===== config.mk =====
export PLATFORM = sky130hd
export DESIGN_NAME = udi_thr_event_mon_flat
export DESIGN_NICKNAME = d
export VERILOG_FILES = /design/src/rtl/udi_thr_event_mon_pkg.sv /design/src/rtl/udi_thr_event_mon_if.sv /design/src/rtl/udi_thr_event_mon_sat_cnt.sv /design/src/rtl/udi_thr_event_mon.sv /design/src/flat_wrapper.sv
export SDC_FILE = /design/constraint.sdc
export NUM_CORES = 1
export LEC_CHECK = 0
export ABC_CLOCK_PERIOD_IN_PS = 2900
export CAP_MARGIN = 10
export CELL_PAD_IN_SITES_DETAIL_PLACEMENT = 1
export CELL_PAD_IN_SITES_GLOBAL_PLACEMENT = 1
export CORE_ASPECT_RATIO = 1.5
export CORE_UTILIZATION = 39
export CTS_BUF_LIST = sky130_fd_sc_hd__clkbuf_4
export DETAILED_ROUTE_END_ITERATION = 8
export PLACE_DENSITY_LB_ADDON = 0.1
export RECOVER_POWER = 100
export SLEW_MARGIN = 20
export SYNTH_ARGS = -nofsm -noshare
export SYNTH_HDL_FRONTEND = slang
export SYNTH_SLANG_ARGS = --single-unit

===== constraint.sdc =====
create_clock -name UDI_gclk -period 2.9 [get_ports UDI_gclk]
set_input_delay 0.58 -clock UDI_gclk [delete_from_list [all_inputs] [get_ports UDI_gclk]]
set_output_delay 0.58 -clock UDI_gclk [all_outputs]
set_load 0.03 [all_outputs]

===== src/rtl/udi_thr_event_mon_pkg.sv =====
// Shared constants for the UDI threshold event monitor: widths, cfg field layout, FSM encoding.
package udi_thr_event_mon_pkg;

  localparam int unsigned MON_CNT_W    = 8;
  localparam int unsigned MON_HOLD_W   = 16;
  localparam int unsigned MON_TOT_W    = 16;
  localparam int unsigned MON_DEF_TRIG = 4;

  localparam int unsigned CFG_W        = 32;
  localparam int unsigned CFG_TRIG_LSB = 0;
  localparam int unsigned CFG_HOLD_LSB = 8;
  localparam int unsigned CFG_EN_BIT   = 31;

  typedef enum logic [1:0] {
    MON_IDLE = 2'd0,
    MON_FIRE = 2'd1,
    MON_HOLD = 2'd2
  } mon_state_t;

endpackage


===== src/rtl/udi_thr_event_mon_if.sv =====
// Compare-result, config and event handshake bundle between UDI datapath and the event monitor.
interface udi_thr_event_mon_if #(
  parameter int unsigned CNT_W = 8,
  parameter int unsigned TOT_W = 16
);
  logic             mon_cmp_valid_m;
  logic             mon_cmp_hit_m;
  logic             mon_cfg_wr;
  logic [31:0]      mon_cfg_data;
  logic             mon_ev_ack;
  logic             mon_ev_req;
  logic [CNT_W-1:0] mon_run_cnt;
  logic [TOT_W-1:0] mon_ev_total;
  logic [1:0]       mon_state;

  modport master (
    output mon_cmp_valid_m, mon_cmp_hit_m, mon_cfg_wr, mon_cfg_data, mon_ev_ack,
    input  mon_ev_req, mon_run_cnt, mon_ev_total, mon_state
  );

  modport slave (
    input  mon_cmp_valid_m, mon_cmp_hit_m, mon_cfg_wr, mon_cfg_data, mon_ev_ack,
    output mon_ev_req, mon_run_cnt, mon_ev_total, mon_state
  );
endinterface


===== src/rtl/udi_thr_event_mon_sat_cnt.sv =====
// Saturating up counter with synchronous clear (clear has priority over increment).
module udi_thr_event_mon_sat_cnt #(
  parameter int unsigned W = 8
) (
  input  logic         clk,
  input  logic         rst,
  input  logic         clr,
  input  logic         inc,
  output logic [W-1:0] cnt
);

  // Count up, sticking at all-ones.
  always_ff @(posedge clk or posedge rst) begin
    if (rst) begin
      cnt <= '0;
    end else if (clr) begin
      cnt <= '0;
    end else if (inc && (cnt != '1)) begin
      cnt <= cnt + W'(1);
    end
  end

endmodule


===== src/rtl/udi_thr_event_mon.sv =====
// Counts consecutive above-threshold compare results, raises a req/ack event at the
// programmed run length, then enforces a hold-off window before re-arming.
module udi_thr_event_mon
  import udi_thr_event_mon_pkg::*;
#(
  parameter int unsigned CNT_W    = MON_CNT_W,
  parameter int unsigned HOLD_W   = MON_HOLD_W,
  parameter int unsigned TOT_W    = MON_TOT_W,
  parameter int unsigned DEF_TRIG = MON_DEF_TRIG
) (
  input  logic                UDI_gclk,
  input  logic                UDI_greset,
  input  logic                UDI_gscanenable,
  udi_thr_event_mon_if.slave  mon
);

  mon_state_t        state;
  logic              ev_req;
  logic [HOLD_W-1:0] hold_cnt;
  logic              en_r;
  logic [CNT_W-1:0]  trig_r;
  logic [HOLD_W-1:0] hold_cfg_r;
  logic [HOLD_W-1:0] hold_act_r;
  logic [CNT_W-1:0]  run_cnt;
  logic [TOT_W-1:0]  ev_total;

  logic              active_c;
  logic              hit_c;
  logic [CNT_W-1:0]  run_inc_c;
  logic [CNT_W-1:0]  trig_eff_c;
  logic              fire_c;
  logic              run_clr_c;
  logic [HOLD_W-1:0] hold_nxt_c;

  // Scan enable only reaches the register cells; unused cfg bits are reserved.
  logic unused_ok;
  assign unused_ok = ^{UDI_gscanenable, mon.mon_cfg_data};

  // Trigger qualification; a same-cycle disable write overrides an imminent trigger.
  always_comb begin
    active_c   = en_r & ~(mon.mon_cfg_wr & ~mon.mon_cfg_data[CFG_EN_BIT]);
    hit_c      = mon.mon_cmp_valid_m & mon.mon_cmp_hit_m;
    run_inc_c  = (run_cnt == '1) ? run_cnt : run_cnt + CNT_W'(1);
    trig_eff_c = (trig_r == '0) ? CNT_W'(1) : trig_r;
    fire_c     = active_c && (state == MON_IDLE) && hit_c && (run_inc_c >= trig_eff_c);
    run_clr_c  = !active_c || (state != MON_IDLE) || fire_c ||
                 (mon.mon_cmp_valid_m && !mon.mon_cmp_hit_m);
    hold_nxt_c = mon.mon_cfg_wr ? mon.mon_cfg_data[CFG_HOLD_LSB +: HOLD_W] : hold_cfg_r;
  end

  // Config registers; hold-off is snapshotted while IDLE so FIRE/HOLD edits wait for re-entry.
  always_ff @(posedge UDI_gclk or posedge UDI_greset) begin
    if (UDI_greset) begin
      en_r       <= 1'b0;
      trig_r     <= CNT_W'(DEF_TRIG);
      hold_cfg_r <= '0;
      hold_act_r <= '0;
    end else begin
      if (mon.mon_cfg_wr) begin
        en_r       <= mon.mon_cfg_data[CFG_EN_BIT];
        trig_r     <= mon.mon_cfg_data[CFG_TRIG_LSB +: CNT_W];
        hold_cfg_r <= mon.mon_cfg_data[CFG_HOLD_LSB +: HOLD_W];
      end
      if (state == MON_IDLE) begin
        hold_act_r <= hold_nxt_c;
      end
    end
  end

  // Event FSM: IDLE arms, FIRE holds the request until ack, HOLD counts the hold-off window.
  always_ff @(posedge UDI_gclk or posedge UDI_greset) begin
    if (UDI_greset) begin
      state    <= MON_IDLE;
      ev_req   <= 1'b0;
      hold_cnt <= '0;
    end else if (!active_c) begin
      state    <= MON_IDLE;
      ev_req   <= 1'b0;
      hold_cnt <= '0;
    end else begin
      case (state)
        MON_IDLE: begin
          if (fire_c) begin
            state  <= MON_FIRE;
            ev_req <= 1'b1;
          end
        end
        MON_FIRE: begin
          if (mon.mon_ev_ack) begin
            ev_req   <= 1'b0;
            hold_cnt <= hold_act_r;
            state    <= (hold_act_r == '0) ? MON_IDLE : MON_HOLD;
          end
        end
        MON_HOLD: begin
          hold_cnt <= hold_cnt - HOLD_W'(1);
          if (hold_cnt <= HOLD_W'(1)) begin
            state <= MON_IDLE;
          end
        end
        default: begin
          state  <= MON_IDLE;
          ev_req <= 1'b0;
        end
      endcase
    end
  end

  // Consecutive-hit run length.
  udi_thr_event_mon_sat_cnt #(.W(CNT_W)) u_run_cnt (
    .clk (UDI_gclk),
    .rst (UDI_greset),
    .clr (run_clr_c),
    .inc (hit_c),
    .cnt (run_cnt)
  );

  // Events fired since reset.
  udi_thr_event_mon_sat_cnt #(.W(TOT_W)) u_ev_total (
    .clk (UDI_gclk),
    .rst (UDI_greset),
    .clr (1'b0),
    .inc (fire_c),
    .cnt (ev_total)
  );

  assign mon.mon_ev_req   = ev_req;
  assign mon.mon_run_cnt  = run_cnt;
  assign mon.mon_ev_total = ev_total;
  assign mon.mon_state    = state;

endmodule


===== src/flat_wrapper.sv =====
// flat-port wrapper written by rule: the top's interface ports become plain ports
module udi_thr_event_mon_flat import udi_thr_event_mon_pkg::*;
#(
  parameter int unsigned CNT_W    = MON_CNT_W,
  parameter int unsigned HOLD_W   = MON_HOLD_W,
  parameter int unsigned TOT_W    = MON_TOT_W,
  parameter int unsigned DEF_TRIG = MON_DEF_TRIG
)
  (UDI_gclk, UDI_greset, UDI_gscanenable, mon_mon_cmp_valid_m, mon_mon_cmp_hit_m, mon_mon_cfg_wr, mon_mon_cfg_data, mon_mon_ev_ack, mon_mon_ev_req, mon_mon_run_cnt, mon_mon_ev_total, mon_mon_state);
  udi_thr_event_mon_if #(.CNT_W(CNT_W), .TOT_W(TOT_W)) mon_i ();
  input  logic UDI_gclk;
  input  logic UDI_greset;
  input  logic UDI_gscanenable;
  input wire logic [$bits(mon_i.mon_cmp_valid_m)-1:0] mon_mon_cmp_valid_m;
  input wire logic [$bits(mon_i.mon_cmp_hit_m)-1:0] mon_mon_cmp_hit_m;
  input wire logic [$bits(mon_i.mon_cfg_wr)-1:0] mon_mon_cfg_wr;
  input wire logic [$bits(mon_i.mon_cfg_data)-1:0] mon_mon_cfg_data;
  input wire logic [$bits(mon_i.mon_ev_ack)-1:0] mon_mon_ev_ack;
  output wire logic [$bits(mon_i.mon_ev_req)-1:0] mon_mon_ev_req;
  output wire logic [$bits(mon_i.mon_run_cnt)-1:0] mon_mon_run_cnt;
  output wire logic [$bits(mon_i.mon_ev_total)-1:0] mon_mon_ev_total;
  output wire logic [$bits(mon_i.mon_state)-1:0] mon_mon_state;
  assign mon_i.mon_cmp_valid_m = mon_mon_cmp_valid_m;
  assign mon_i.mon_cmp_hit_m = mon_mon_cmp_hit_m;
  assign mon_i.mon_cfg_wr = mon_mon_cfg_wr;
  assign mon_i.mon_cfg_data = mon_mon_cfg_data;
  assign mon_i.mon_ev_ack = mon_mon_ev_ack;
  assign mon_mon_ev_req = mon_i.mon_ev_req;
  assign mon_mon_run_cnt = mon_i.mon_run_cnt;
  assign mon_mon_ev_total = mon_i.mon_ev_total;
  assign mon_mon_state = mon_i.mon_state;
  udi_thr_event_mon #(.CNT_W(CNT_W), .HOLD_W(HOLD_W), .TOT_W(TOT_W), .DEF_TRIG(DEF_TRIG)) u_core (.UDI_gclk(UDI_gclk), .UDI_greset(UDI_greset), .UDI_gscanenable(UDI_gscanenable), .mon(mon_i));
endmodule

==> results.py <==
metrics = {
    "run_status": {
        "status": "complete, but fails checks",
        "violations": "capacitance limit, slew limit",
    },
    "final_layout": {
        "area_growth_pct": 27.4,
        "nets": 567,
        "final_cell_count_no_fill": 665,
        "layout-drive-gt1-share_pct": 18.4,
        "final_cell_mix": "dfrtp_1 (80), clkdlybuf4s50_1 (36), nand2_1 (34)",
        "layout_commonest_cell": "dfrtp_1",
    },
    "sta": {
        "setup_violations": 0,
        "max_freq_ghz": 0.361,
        "worstMarginPinSlew_ns": 1.62,
        "fin_crit_sh_pct": 95.6,
        "rsz0062_at_grt": "yes",
        "finClkSkew_ns": 0.0159,
        "maxSlewViolCount": 37,
        "finalHoldViolCount": 0,
        "min_period_ns": 2.77,
        "fin_ws_ns": 0.128,
        "slew_headroom_pct": -8.80,
    },
    "detailed_routing": {
        "via_count": 3691,
        "drtAntennaViolNets": 0,
        "drc_errors": 0,
        "drtIter0Drc": 116,
        "post_drt_wl_per_cell_um": 18.3,
        "first_pass_iters": 4,
        "vias_per_cell": 5.55,
        "drt_wl_total_mm": 12.1,
    },
    "logic_synthesis": {
        "synth.avg_cell_area_um2": 10.1,
        "synth_nets": 494,
        "ys_ff_latch": 84,
        "ys.flop_type": "dfrtp_1",
        "netlist_area_um2": 4430,
        "yosysWarnings": 0,
        "yosysSeqAreaShare_pct": 47.5,
        "netlist_instances": 439,
        "synth_edf_count": 0,
        "synthArstFlopShare_pct": 100,
        "synth_cell_types": 58,
    },
    "die": {
        "placement_rows": 47,
        "dieArea_um2": 11800,
        "die-height_um": 133,
        "die_w_um": 89.0,
        "coreArea_um2": 11100,
        "pin_count": 66,
        "initial_core_util_pct": 40.1,
    },
    "critical_path": {
        "required_ns": 3.28,
        "worstRegToRegCells": 11,
        "r2r_start": "u_core.u_run_cnt.cnt[0]",
        "endpoint_kind": "flip-flop",
        "cp-start-kind": "flip-flop",
        "r2r_end": "u_core.u_ev_total.cnt[1]",
        "cp_max_fo": 8,
        "arrival_ns": 3.15,
        "path_class": "reg -> reg",
        "ff2ff_setup_slack_ns": 0.13,
    },
    "place": {
        "port_buffers": 57,
        "routabilityCongestion": 0.809,
        "dp_slack_ns": 0.00571,
        "placedCellCount": 641,
        "dp_hpwl_mm": 8.65,
    },
    "grt": {
        "grt_use_total_pct": 22.1,
        "grt_max_degree": 37,
        "grt_pass1_vias": 3903,
        "grt-ovfl-total": 0,
        "antenna_found_initial": 1,
        "grt_pass1_wl_mm": 19.8,
    },
    "worst_hold_path": {
        "worstHoldPathCells": 1,
        "hold_path.class": "reg -> reg",
        "worstHoldStart": "u_core.hold_cfg_r[12]",
        "whs_endpoint": "u_core.hold_cfg_r[12]",
    },
    "power_and_ir_drop": {
        "leakage_uw": 0.00243,
        "cellPowerDensity_nw_per_um2": 441,
        "peakVddDrop_mv": 0.325,
    },
    "clocking": {
        "clock_sinks": 84,
        "htree_levels": 3,
        "clk_pin_slew_ns": 0.16,
        "cts-buffers-inserted": 9,
        "clk_latency_ns": 0.47,
        "cts_root_buf": "clkbuf_4",
        "cts_tree": "yes",
        "clock_path_buffers": 2,
    },
    "run": {
        "drv_cap": 1,
    },
}
-- report_power, final --
| group | leakage, uW | internal (uW) | total, uW | switching (uW) |
|---|---|---|---|---|
| Clock | 0.0000794 | 284 | 766 | 482 |
| Sequential | 0.00107 | 1250 | 1300 | 52.0 |
| Combinational | 0.00128 | 204 | 428 | 224 |
| Total | 0.00243 | 1730 | 2490 | 758 |
-- synth_stat cells (11+ instances only) --
cell type  instances  area (um2)
a21oi_1           23         115
clkbuf_1          16        60.1
dfrtp_1           83        2080
ha_1              16         200
inv_1             21        78.8
mux2_2            37         417
nand2_1           35         131
nand3_1           19        95.1
nor2_1            24        90.1
nor3_1            11        55.1
o21ai_0           23         115
xnor2_1           16         140
-- logic make-up (layout without fill, tap and decap cells) --
| logic type | after synthesis | in the layout | share of synthesized area (%) |
|---|---|---|---|
| xor+xnor | 20 | 20 | 3.95 |
| compound gates | 89 | 89 | 13.0 |
| buf+inv | 43 | 121 | 3.73 |
| fa+ha+maj | 16 | 16 | 4.52 |
| flops | 84 | 84 | 47.5 |
| simple gates | 147 | 147 | 17.3 |
| mux | 40 | 40 | 10.1 |
| other cells | 0 | 1 | 0 |
-- critical path, stage by stage, from the launching register on --
cell and delay (ns):
dfrtp_2 0.45, ha_2 0.19, and3_4 0.20, buf_4 0.15, nor2b_2 0.15, a21oi_1 0.21
ha_2 0.19, nand4_1 0.20, o31ai_4 0.31, buf_12 0.16, nand3b_1 0.13, mux2_4 0.33
-- registers in the layout, indices dropped and copies added, names as in the netlist --
signal,cells
u_core.mon.mon_state,2
u_core.hold_cfg_r,16
u_core.en_r,1
u_core.u_ev_total.cnt,16
u_core.hold_act_r,16
u_core.hold_cnt,16
u_core.trig_r,8
u_core.u_run_cnt.cnt,8
u_core.mon.mon_ev_req,1
-- layout make-up --
cell class                      count  area (um2)
Fill cell                        1264        5410
Multi-Input combinational cell    312        2310
Sequential cell                    84        2110
Timing Repair Buffer               84         800
Tap cell                          147         184
Clock inverter                      7        92.6
Inverter                           21        80.1
Clock buffer                        9        67.6
Antenna cell                        1        2.50
-- metrics by stage --
stage	area [um2]	power [uW]	TNS (ns)	hold WS [ns]	utilization, %
after floorplan	4490	1550	-0.0654	0.468	-
after global placement	5340	1710	0	0.479	48.3
after detailed placement	5340	1730	0	0.484	48.3
after CTS	5500	2500	0	0.492	49.8
after global routing	5650	2620	-0.0392	0.530	51.1
final	5650	2490	0	0.501	51.1
-- what timing repair did --
item,in CTS,in global routing
setup endpoints to repair,2,15
pin swaps,2,12
gates resized for setup,0,23
buffers inserted,1,5
hold buffers,0,0
gates cloned,0,1
-- layer usage --
| metal | vias to the layer above | global-route usage (%) | wire length (um) |
|---|---|---|---|
| met4 | 0 | 7.14 | 235 |
| met2 | 52 | 41.0 | 6900 |
| met3 | 19 | 4.49 | 266 |
| li1 | 1732 | - | - |
| met1 | 1888 | 24.5 | 4750 |
| met5 | - | 0 | 0 |
-- worst max-delay path by stage --
| stage | from | endpoint | slack [ns] |
|---|---|---|---|
| after floorplan | UDI_greset | u_core.u_run_cnt.cnt[0] | -0.03 |
| after detailed placement | u_core.u_run_cnt.cnt[0] | u_core.u_ev_total.cnt[1] | 0.006 |
| after CTS | u_core.u_run_cnt.cnt[0] | u_core.u_ev_total.cnt[1] | 0.003 |
| after global routing | u_core.u_run_cnt.cnt[0] | u_core.u_ev_total.cnt[1] | -0.04 |
| final | u_core.u_run_cnt.cnt[0] | u_core.u_ev_total.cnt[1] | 0.13 |
| after global placement | u_core.u_run_cnt.cnt[0] | u_core.u_ev_total.cnt[1] | 0.06 |
(Power assumes the default switching activity.)
